==> src/rtl/uart_rx.sv <==
// UART receiver: 2-flop synchronised rx, mid-bit sampling, NUM_WORDS frames packed into one W_OUT-bit beat.
// Single-entry output register; a beat completing while the held beat is stalled is dropped and flagged.
module uart_rx #(
    parameter int CLOCKS_PER_PULSE = 4,
    parameter int BITS_PER_WORD    = 8,
    parameter int PACKET_SIZE      = BITS_PER_WORD + 5,
    parameter int W_OUT            = 16
) (
    input  logic                                                clk,
    input  logic                                                rst,
    input  logic                                                rx,
    output logic [W_OUT/BITS_PER_WORD-1:0][BITS_PER_WORD-1:0]   m_data,
    output logic                                                m_valid,
    input  logic                                                m_ready,
    output logic                                                frame_err,
    output logic                                                overrun
);
    localparam int NUM_WORDS = W_OUT / BITS_PER_WORD;
    localparam int NUM_STOP  = PACKET_SIZE - BITS_PER_WORD - 1;
    localparam int CNT_W     = $clog2(CLOCKS_PER_PULSE + 1);
    localparam int BIT_MAX   = (BITS_PER_WORD > NUM_STOP) ? BITS_PER_WORD : NUM_STOP;
    localparam int BIT_W     = $clog2(BIT_MAX + 1);
    localparam int IDX_W     = (NUM_WORDS > 1) ? $clog2(NUM_WORDS) : 1;

    localparam logic [CNT_W-1:0] HALF_PULSE = CNT_W'(CLOCKS_PER_PULSE / 2);
    localparam logic [CNT_W-1:0] FULL_PULSE = CNT_W'(CLOCKS_PER_PULSE);
    localparam logic [BIT_W-1:0] LAST_DATA  = BIT_W'(BITS_PER_WORD - 1);
    localparam logic [BIT_W-1:0] LAST_STOP  = BIT_W'(NUM_STOP - 1);
    localparam logic [IDX_W-1:0] LAST_IDX   = IDX_W'(NUM_WORDS - 1);

    typedef enum logic [1:0] {IDLE, START, DATA, STOP} state_t;
    typedef logic [NUM_WORDS-1:0][BITS_PER_WORD-1:0] beat_t;

    logic                     rx_meta_q, rx_s_q;
    state_t                   state_q, state_d;
    logic [CNT_W-1:0]         cnt_q, cnt_d;
    logic [BIT_W-1:0]         bit_q, bit_d;
    logic [BITS_PER_WORD-1:0] shift_q, shift_d;
    logic                     bad_q, bad_d;
    logic [IDX_W-1:0]         idx_q, idx_d;
    beat_t                    beat_q, beat_d;
    beat_t                    m_data_q, m_data_d;
    logic                     m_valid_q, m_valid_d;
    logic                     frame_err_q, frame_err_d;
    logic                     overrun_q, overrun_d;
    logic                     frame_done, frame_bad;

    always_comb begin
        state_d     = state_q;
        cnt_d       = cnt_q;
        bit_d       = bit_q;
        shift_d     = shift_q;
        bad_d       = bad_q;
        idx_d       = idx_q;
        beat_d      = beat_q;
        m_data_d    = m_data_q;
        m_valid_d   = m_valid_q;
        frame_err_d = 1'b0;
        overrun_d   = 1'b0;
        frame_done  = 1'b0;
        frame_bad   = 1'b0;

        if (m_valid_q && m_ready) begin
            m_valid_d = 1'b0;
        end

        // cnt counts clocks since the last sample point; samples land mid-bit
        case (state_q)
            IDLE: begin
                if (!rx_s_q) begin
                    state_d = START;
                    cnt_d   = CNT_W'(1);
                    bit_d   = '0;
                    bad_d   = 1'b0;
                end
            end
            START: begin
                if (cnt_q == HALF_PULSE) begin
                    cnt_d   = CNT_W'(1);
                    state_d = rx_s_q ? IDLE : DATA;
                end else begin
                    cnt_d = cnt_q + 1'b1;
                end
            end
            DATA: begin
                if (cnt_q == FULL_PULSE) begin
                    cnt_d                    = CNT_W'(1);
                    shift_d                  = shift_q >> 1;
                    shift_d[BITS_PER_WORD-1] = rx_s_q;
                    if (bit_q == LAST_DATA) begin
                        bit_d   = '0;
                        state_d = STOP;
                    end else begin
                        bit_d = bit_q + 1'b1;
                    end
                end else begin
                    cnt_d = cnt_q + 1'b1;
                end
            end
            STOP: begin
                if (cnt_q == FULL_PULSE) begin
                    cnt_d = CNT_W'(1);
                    if (!rx_s_q) begin
                        bad_d = 1'b1;
                    end
                    if (bit_q == LAST_STOP) begin
                        state_d    = IDLE;
                        frame_done = 1'b1;
                        frame_bad  = bad_q | ~rx_s_q;
                    end else begin
                        bit_d = bit_q + 1'b1;
                    end
                end else begin
                    cnt_d = cnt_q + 1'b1;
                end
            end
            default: state_d = IDLE;
        endcase

        if (frame_done) begin
            if (frame_bad) begin
                frame_err_d = 1'b1;
                idx_d       = '0;
            end else begin
                beat_d[idx_q] = shift_q;
                if (idx_q == LAST_IDX) begin
                    idx_d = '0;
                    // a slot being read this cycle counts as free
                    if (!m_valid_q || m_ready) begin
                        m_data_d  = beat_d;
                        m_valid_d = 1'b1;
                    end else begin
                        overrun_d = 1'b1;
                    end
                end else begin
                    idx_d = idx_q + 1'b1;
                end
            end
        end
    end

    always_ff @(posedge clk or posedge rst) begin
        if (rst) begin
            rx_meta_q   <= 1'b1;
            rx_s_q      <= 1'b1;
            state_q     <= IDLE;
            cnt_q       <= '0;
            bit_q       <= '0;
            shift_q     <= '0;
            bad_q       <= 1'b0;
            idx_q       <= '0;
            beat_q      <= '0;
            m_data_q    <= '0;
            m_valid_q   <= 1'b0;
            frame_err_q <= 1'b0;
            overrun_q   <= 1'b0;
        end else begin
            rx_meta_q   <= rx;
            rx_s_q      <= rx_meta_q;
            state_q     <= state_d;
            cnt_q       <= cnt_d;
            bit_q       <= bit_d;
            shift_q     <= shift_d;
            bad_q       <= bad_d;
            idx_q       <= idx_d;
            beat_q      <= beat_d;
            m_data_q    <= m_data_d;
            m_valid_q   <= m_valid_d;
            frame_err_q <= frame_err_d;
            overrun_q   <= overrun_d;
        end
    end

    assign m_data    = m_data_q;
    assign m_valid   = m_valid_q;
    assign frame_err = frame_err_q;
    assign overrun   = overrun_q;

endmodule
==> config.mk <==
export PLATFORM = sky130hd
export DESIGN_NAME = uart_rx
export DESIGN_NICKNAME = d
export VERILOG_FILES = /design/src/rtl/uart_rx.sv
export SDC_FILE = /design/constraint.sdc
export NUM_CORES = 1
export LEC_CHECK = 0
export CORE_ASPECT_RATIO = 1.2
export CORE_MARGIN = 5
export CORE_UTILIZATION = 51
export DETAILED_ROUTE_END_ITERATION = 8
export PLACE_DENSITY_LB_ADDON = 0.12
export SLEW_MARGIN = 30
export SYNTH_ARGS = -nofsm -noshare
export SYNTH_HDL_FRONTEND = slang
export SYNTH_SLANG_ARGS = --single-unit
==> constraint.sdc <==
create_clock -name clk -period 1.6 [get_ports clk]
set_input_delay 0.24 -clock clk [delete_from_list [all_inputs] [get_ports clk]]
set_output_delay 0.24 -clock clk [all_outputs]
set_load 0.02 [all_outputs]
Yosys cells after proc, flatten, opt, wreduce, memory -nomap -nowiden
Index checks and enable logic that the tools add are counted.
{"block": "word_totals", "output_inout_bits": 19, "ff_bits": 56, "word_cells": 96, "input_bits": 4}
{"block": "op_classes", "n_lt_le_gt_ge": 2, "reduce_logical": 14, "n_mux": 44, "eq_ne": 15, "bitwise": 3, "add_sub_neg": 3}
{"operator": "1-bit two-way mux", "count": 22}
{"operator": "4-bit two-way mux", "count": 5}
{"operator": "16-bit bitwise mux", "count": 1}
{"operator": "2-bit inequality test, second input constant", "count": 8}
{"operator": "2-bit two-way mux", "count": 7}
{"operator": "4-bit one-hot mux with 3 select lines", "count": 1}
{"operator": "3-bit two-way mux", "count": 3}
{"operator": "3-bit one-hot mux with 3 select lines", "count": 1}
{"operator": "8-bit demux with 1-bit select", "count": 1}
{"operator": "8-bit two-way mux", "count": 1}
{"operator": "2-bit one-hot mux with 4 select lines", "count": 1}
{"operator": "4-bit AND reduction", "count": 2}
{"operator": "6-bit AND reduction", "count": 1}
{"operator": "5-bit AND reduction", "count": 1}
{"operator": "4-bit by 1-bit adder with 4-bit output, second input constant", "count": 1}
{"operator": "2-bit == test, second input constant", "count": 2}
{"operator": "4-bit by 2-bit == test with 1-bit output, second input constant", "count": 1}
{"operator": "4-bit by 3-bit == test with 1-bit output, second input constant", "count": 1}
{"operator": "2-bit AND reduction", "count": 2}
{"operator": "3-bit by 1-bit adder with 3-bit output, second input constant", "count": 1}
{"operator": "3-bit by 2-bit == test with 1-bit output, second input constant", "count": 1}
{"operator": "3-bit == test, second input constant", "count": 1}
{"operator": "3-bit nonzero test", "count": 1}
{"operator": "2-bit by 1-bit == test with 1-bit output, second input constant", "count": 1}
{"operator": "12 further kinds", "count": 14}

Depth between registers and ports, before layout
Gate-level depths: netlist of the first run.
{"block": "logic_depth", "ltp_word": 7, "depth_mapped": 7, "mapped_depth_nobuf": 5}

Least setup slack after synthesis of the first run
OpenSTA, ideal clock, no wires.
{"block": "synth_path", "kind": "flip-flop to flip-flop", "startpoint": "register bit_q[0]", "endpoint": "register m_data_q (netlist bit m_data[0])", "setup_time_ns": 0.125, "t_arrival_ns": 1.591, "stages_incl_launch_ff": 7, "path_slack_ns": -0.116, "period_less_slack_ns": 1.716, "n_path_buf": 2, "required_ns": 1.475, "path_cell_list": "dfrtp_1 -> ha_1 -> and4bb_1 -> buf_6 -> nand4_4 -> buf_6 -> mux2_4"}
{"block": "synth_between", "elab_chain_cells": 6, "word_cells_on_any_way": 9, "classes_between": "eq/ne: 1; mux: 6; bitwise: 1; reduce/logical: 1"}
{"element": "start: declaration", "line_no": "37", "text": "logic [BIT_W-1:0] bit_q, bit_d;"}
{"element": "start signal: assignment", "line_no": "162", "text": "bit_q <= bit_d;"}
{"element": "4-bit by 2-bit == test with 1-bit output (*)", "line_no": "106", "text": "if (bit_q == LAST_STOP) begin"}
{"element": "1-bit two-way mux", "line_no": "106"}
{"element": "1-bit two-way mux", "line_no": "101", "text": "if (cnt_q == FULL_PULSE) begin"}
{"element": "1-bit two-way mux", "line_no": "68", "text": "case (state_q)"}
{"element": "1-bit NOT (no source line)"}
{"element": "4-bit AND reduction (no source line) (*)"}
{"element": "end signal: assignment", "line_no": "167", "text": "m_data_q <= m_data_d;"}
{"element": "end: declaration", "line_no": "42", "text": "beat_t m_data_q, m_data_d;"}
Every way passes the cells marked *; elsewhere a longest branch is shown, timed or not.
A chain may end at the register's enable or synchronous reset.

Worst setup path after layout of the first run
{"block": "layout_path", "startpoint": "register bit_q[0]", "endpoint": "register bit_q[1]"}
{"block": "layout_between", "elab_chain_cells": 4, "word_cells_on_any_way": 10, "classes_between": "add/sub: 1; eq/ne: 3; mux: 5; reduce/logical: 1"}
{"element": "4-bit by 1-bit adder with 4-bit output / 4-bit by 3-bit == test with 1-bit output (equally long branches)", "line_no": "94, 111, 90"}
{"element": "4-bit two-way mux, on equally long branches", "line_no": "106, 90"}
{"element": "4-bit two-way mux, on equally long branches", "line_no": "101, 86"}
{"element": "4-bit one-hot mux with 3 select lines", "line_no": "68"}
Parallel ways exist; a longest one is shown, timed or not. The select of a mux whose other input is x is not followed.

==> results of run 1 <==
[kinds of logic after synthesis]
logic type,count (synthesis),share of synthesized area
adders and majority gates,4,0.01927
muxes,58,0.2649
AOI/OAI and AO/OA,18,0.05155
and+or+nand+nor,33,0.08333
xor gates and xnor gates,2,0.006745
buffers and inverters,15,0.03372
DFF,56,0.5405
[metal layers]
layer / vias to the layer above / wire length (µm) / global-route usage
met3: 10 / 165 / 0.03904
met4: 0 / 100 / 0.06677
li1: 755 / - / -
met5: - / 0 / 0
met1: 789 / 2156 / 0.2138
met2: 26 / 2618 / 0.2916
[power breakdown]
group / internal [µW] / switching, µW
logic: 556 / 521
registers: 1550 / 137
clock network: 512 / 448
[critical path, cell delays in order, from the launching register on]
cell and delay [ns]:
dfrtp_1 0.43, ha_4 0.18, buf_6 0.11, nor3b_4 0.14, o211ai_1 0.31, mux2_4 0.33
[state kept, by name (all words and copies together), names as in the netlist, named ones only]
signal     flops
bit_q          4
rx_s_q         1
state_q        1
cnt_q          3
frame_err      1
idx_q          1
rx_meta_q      1
beat_q        16
bad_q          1
overrun        1
shift_q        8
m_valid        1
m_data        16
[cells in the final DEF (no fill, tap or decap), drive strengths merged, types with 2 or more instances in the layout]
cell / synthesis / final
nor2b: 3 / 3
mux2i: 2 / 2
nand3: 5 / 5
clkdlybuf4s50: 0 / 22
clkbuf: 0 / 6
buf: 9 / 24
dfstp: 2 / 2
a22o: 2 / 2
o21ai: 4 / 4
nand4b: 2 / 2
nand2b: 3 / 3
dfrtp: 54 / 54
and3: 2 / 2
mux2: 56 / 56
inv: 6 / 5
nand2: 7 / 7
ha: 4 / 4
xor2: 2 / 2
nand4: 2 / 2
nor3b: 2 / 2
nor2: 3 / 3
o221ai: 2 / 2
[Yosys cell counts (all sizes together), types with 2 or more instances]
| cell | count |
|---|---|
| and3 | 2 |
| nand3 | 5 |
| nor2b | 3 |
| nor2 | 3 |
| xor2 | 2 |
| buf | 9 |
| o21ai | 4 |
| dfstp | 2 |
| dfrtp | 54 |
| nand4b | 2 |
| nand4 | 2 |
| o221ai | 2 |
| nand2 | 7 |
| a22o | 2 |
| ha | 4 |
| nor3b | 2 |
| nand2b | 3 |
| mux2 | 56 |
| inv | 6 |
| mux2i | 2 |
[per-stage QoR]
| stage | power [µW] | setup TNS, ns | util |
|---|---|---|---|
| 3_5_place_dp | 2684 | -3.008 | 0.6147 |
| 6_report | 3728 | -0.008713 | 0.6507 |
| 5_1_grt | 3949 | -0.4105 | 0.6507 |
| 3_3_place_gp | 2629 | -1.803 | 0.6147 |
| 4_1_cts | 3712 | -0.01042 | 0.6474 |
| 2_1_floorplan | 2355 | -0.9507 | - |
[worst min-delay path by stage]
stage	from	endpoint	slack, ns	cells past startpoint
after global routing	rx	rx_meta_q	0.32	1
after floorplan	rx	rx_meta_q	0.24	0
after detailed placement	rx_meta_q	rx_s_q	0.35	0
after CTS	rx	rx_meta_q	0.33	1
final	rst	m_data[2]	0.33	3
after global placement	rx_meta_q	rx_s_q	0.35	0
[repair_timing]
item	in CTS	in global routing
buffers inserted	1	1
pin swaps	3	1
setup endpoints to repair	34	16
gates resized for setup	9	2
gates cloned	0	0
[layout make-up]
type / count / area, µm² / share of cell area
multi-input cells: 115 / 1159 / 0.3605
inverters: 6 / 26.28 / 0.008174
clock buffers: 6 / 82.58 / 0.02569
clock inverters: 2 / 38.79 / 0.01207
flip-flops and latches: 56 / 1404 / 0.4367
repair buffers: 46 / 429.2 / 0.1335
well taps: 60 / 75.07 / 0.02336
==> impl_metrics.csv, run 1 <==
group,metric,value,unit
outcome,outcome,"complete, but fails checks",
outcome,violations,"negative setup slack",
grt,grt_max_degree,57,
placed_design,gp_congestion,0.8789,
placed_design,io_buffers,22,
grt,grt_pass1_vias,1774,
power,p_leak,0.001623,µW
drt,wl_per_cell,17.32,µm
clock_tree,cts_hold_buf,0,
layout,fill_cells,372,
sta,finalCritPeriodShare,1.005,
drt,drtAntennaViolNets,0,
placed_design,placed_cell_area,3037,µm²
yosys,syn_nets,194,
placed_design,post-place-cells,281,
yosys,syn-cell-area,2597,µm²
critical_path,worstPathRequired,1.80,ns
sta,layout_setup_ws,-0.008713,ns
critical_path,cp.arrival,1.81,ns
sta,setup_viol,1,
drt,first_pass_iters,4,
layout,postLayoutCellArea,3214,µm²
drt,wirelength,5040,µm
clock_tree,clkLatencyLatePin,0.31,ns
yosys,synth-async-reset-ratio,1.000,
worst_hold_path,min_path_type,"in -> async",
sta,hold_viol,0,
floorplan,die_h,88.18,µm
layout,fin_nets,238,
placed_design,dp_hpwl,3502,µm
floorplan,initial_core_util,0.5258,
grt,gr-usage-all-layers,0.1727,
sta,rsz0062_at_grt,"true",
floorplan,rows,28,
floorplan,die_w,75.15,µm
critical_path,r2r_cells,5,
sta,clock_skew,0.006990,ns
power,peakVddDrop,589.3,µV
critical_path,crit_type,"reg -> reg",
clock_tree,cts_htree_levels,2,
drt,routed-via-count,1580,
clock_tree,tritoncts,"yes",
grt,grt_pass1_wl,8687,µm
run,maxCapViolCount,0,
clock_tree,clock_path_buffers,2,
layout,syn_to_final_growth,23.75,%
drt,routed_via_density,5.430,
floorplan,coreArea,4940,µm²
sta,hold_slack,0.3323,ns
placed_design,post-place-ws,-0.1671,ns
yosys,synth_cell_types,41,
layout,final_layout_size_suffix_gt1_frac,0.4459,
critical_path,crit_path_max_fanout,2,
critical_path,critPathLaunch,"bit_q[0]",
critical_path,startpoint_type,"flop",
layout,antennaDiodeCount,0,
yosys,yosysWarnings,0,
yosys,synth_top_area_cell,"dfrtp_1",
yosys,synth_top_area_share,0.5202,
clock_tree,numCtsBuffers,5,
power,power.density,1160,nW/µm²
grt,grt.overflow.total,0,
floorplan,die_area,6627,µm²
clock_tree,clock_sinks,56,
drt,first_iter_violations,74,
clock_tree,cts.root.buffer_cell,"clkbuf_8",
yosys,synth-edff-count,0,
yosys,synth_ff_type,"dfrtp_1",
sta,fin_crit,1.609,ns
floorplan,pin_count,23,
layout,fin_cells,291,
critical_path,r2r-end,"bit_q[1]",
critical_path,end_kind,"flop",
critical_path,r2r-start,"bit_q[0]",
sta,fmaxAchievable,621.6,MHz
yosys,synth.area.top_cells,"dfrtp_1 (52%), mux2_2 (20%), mux2_4 (5.8%)",
yosys,syn_area_per_cell,13.97,µm²
sta,drv_slew,0,
yosys,syn_inst,186,
sta,tightest_slew,0.3528,ns
critical_path,critPathCapture,"bit_q[1]",
clock_tree,clkTransAtPathRegs,0.10,ns
yosys,yosysSeqAreaShare,0.5405,
sta,slew_headroom,0.7638,
drt,drc,0,
grt,antenna_found_initial,0,
yosys,ys_seq_elements,56,
critical_path,r2r_setup_slack,-0.009,ns
(Power assumes the default switching activity.)
==> run 2: changes to the inputs <==
- CELL_PAD_IN_SITES_DETAIL_PLACEMENT: default -> 1
- CELL_PAD_IN_SITES_GLOBAL_PLACEMENT: default -> 2
- CORE_UTILIZATION: 51 -> 36
==> impl_metrics.csv, run 2 (same netlist as run 1, synthesis figures left out) <==
group,metric,value,unit
outcome,outcome,"finished, final reports clean",
power,peakVddDrop,429.4,µV
floorplan,pin_count,23,
sta,tightest_slew,0.3542,ns
sta,hold_viol,0,
critical_path,crit_path_max_fanout,2,
drt,wl_per_cell,18.54,µm
grt,grt_pass1_vias,1961,
power,p_leak,0.001688,µW
clock_tree,clkTransAtPathRegs,0.11,ns
placed_design,post-place-cells,316,
layout,final_common_cell,"dfrtp_1",
drt,routed_via_density,5.124,
floorplan,die_h,103.1,µm
sta,clock_skew,0.01028,ns
grt,gr-usage-all-layers,0.1491,
drt,drc,0,
sta,slew_headroom,0.7620,
clock_tree,cts.root.buffer_cell,"clkbuf_8",
sta,setup_viol,0,
grt,antenna_found_initial,0,
critical_path,cp.arrival,1.80,ns
sta,fin_crit,1.590,ns
drt,first_iter_violations,37,
drt,first_pass_iters,2,
floorplan,die_area,9021,µm²
grt,grt_max_degree,40,
layout,layout_common_cells,"dfrtp_1 (54), mux2_2 (46), buf_4 (26)",
grt,grt.overflow.total,0,
critical_path,r2r_setup_slack,0.01,ns
layout,antennaDiodeCount,0,
layout,syn_to_final_growth,28.32,%
drt,wirelength,6117,µm
run,maxCapViolCount,0,
critical_path,r2r-start,"bit_q[1]",
layout,final_layout_size_suffix_gt1_frac,0.4708,
power,power.density,1115,nW/µm²
critical_path,crit_type,"reg -> reg",
grt,grt_pass1_wl,10250,µm
floorplan,die_w,87.54,µm
critical_path,worstPathRequired,1.81,ns
drt,drtAntennaViolNets,0,
placed_design,gp_congestion,0.7747,
sta,hold_slack,0.3248,ns
sta,drv_slew,0,
clock_tree,clock_path_buffers,2,
worst_hold_path,min_path_type,"in -> async",
clock_tree,tritoncts,"yes",
clock_tree,clkLatencyLatePin,0.31,ns
sta,finalCritPeriodShare,0.9940,
placed_design,io_buffers,22,
layout,fin_nets,247,
critical_path,startpoint_type,"flop",
floorplan,coreArea,7147,µm²
critical_path,end_kind,"flop",
sta,fmaxAchievable,628.8,MHz
drt,routed-via-count,1691,
clock_tree,clock_sinks,56,
sta,layout_setup_ws,0.009667,ns
floorplan,initial_core_util,0.3634,
clock_tree,numCtsBuffers,5,
sta,rsz0062_at_grt,"true",
layout,fin_cells,330,
floorplan,rows,34,
critical_path,r2r_cells,5,
critical_path,r2r-end,"bit_q[1]",
placed_design,post-place-ws,-0.1416,ns
power,power,3717,µW
placed_design,dp_hpwl,4338,µm
clock_tree,cts_htree_levels,2,
[run 2: cell count changes in the layout (fill, tap and decap cells not counted), sizes merged]
cell	previous run	this run
dlymetal6s2s	0	2
clkdlybuf4s50	22	20
clkbuf	6	7
inv	5	6
buf	24	32
bufinv	1	0
[run 2: timing repair]
item | CTS | global route
cloned | 1 | 0
setup buffers | 5 | 1
endpoints found under the setup margin | 34 | 36
pin swaps | 2 | 4
hold buffers | 0 | 0
gates resized for setup | 14 | 5
[run 2: worst max-delay path, stage by stage, from the launching register on]
cell,delay (ns)
dfrtp_1,0.43
ha_4,0.18
buf_6,0.11
nor3b_4,0.14
o211ai_1,0.25
mux2_2,0.37
[run 2: how the worst max path moves through the flow]
stage | from | end
after floorplan | cnt_q[0] | m_data[0]
after global placement | bit_q[0] | beat_q[10]
after detailed placement | bit_q[0] | beat_q[12]
after CTS | cnt_q[1] | m_data[12]
after global routing | bit_q[0] | m_data[9]
final | bit_q[1] | bit_q[1]
[run 2: metrics by stage]
stage                 util  TNS [ns]  cell area [µm²]
global route        0.4664   -0.8814             3333
finish              0.4664         0             3333
detailed placement  0.4372    -2.402             3124
CTS                 0.4653   -0.8781             3326
floorplan                -   -0.9507             2624
global placement    0.4372    -1.237             3124
[run 2: area by class of cell]
cell class	instances	area [µm²]
Clock buffer	6	72.57
Sequential cell	56	1404
Fill cell	756	3814
Inverter	6	26.28
Timing Repair Buffer	55	539.3
Clock inverter	2	13.76
Multi-Input combinational cell	115	1165
Tap cell	90	112.6
[run 2: per-layer routing]
layer	routed length (µm)	vias to the layer above	share of wire	track usage
li1	-	769	-	-
met1	2376	893	0.39	0.1628
met2	3549	21	0.58	0.2889
met3	126	8	0.021	0.02718
met4	65	0	0.011	0.04368
met5	0	-	0	0
[run 2: power by group]
part | switching [µW] | total, µW | internal, µW
sequential | 146 | 1700 | 1550
combinational | 580 | 1230 | 647
clock | 475 | 789 | 314
total | 1200 | 3720 | 2520
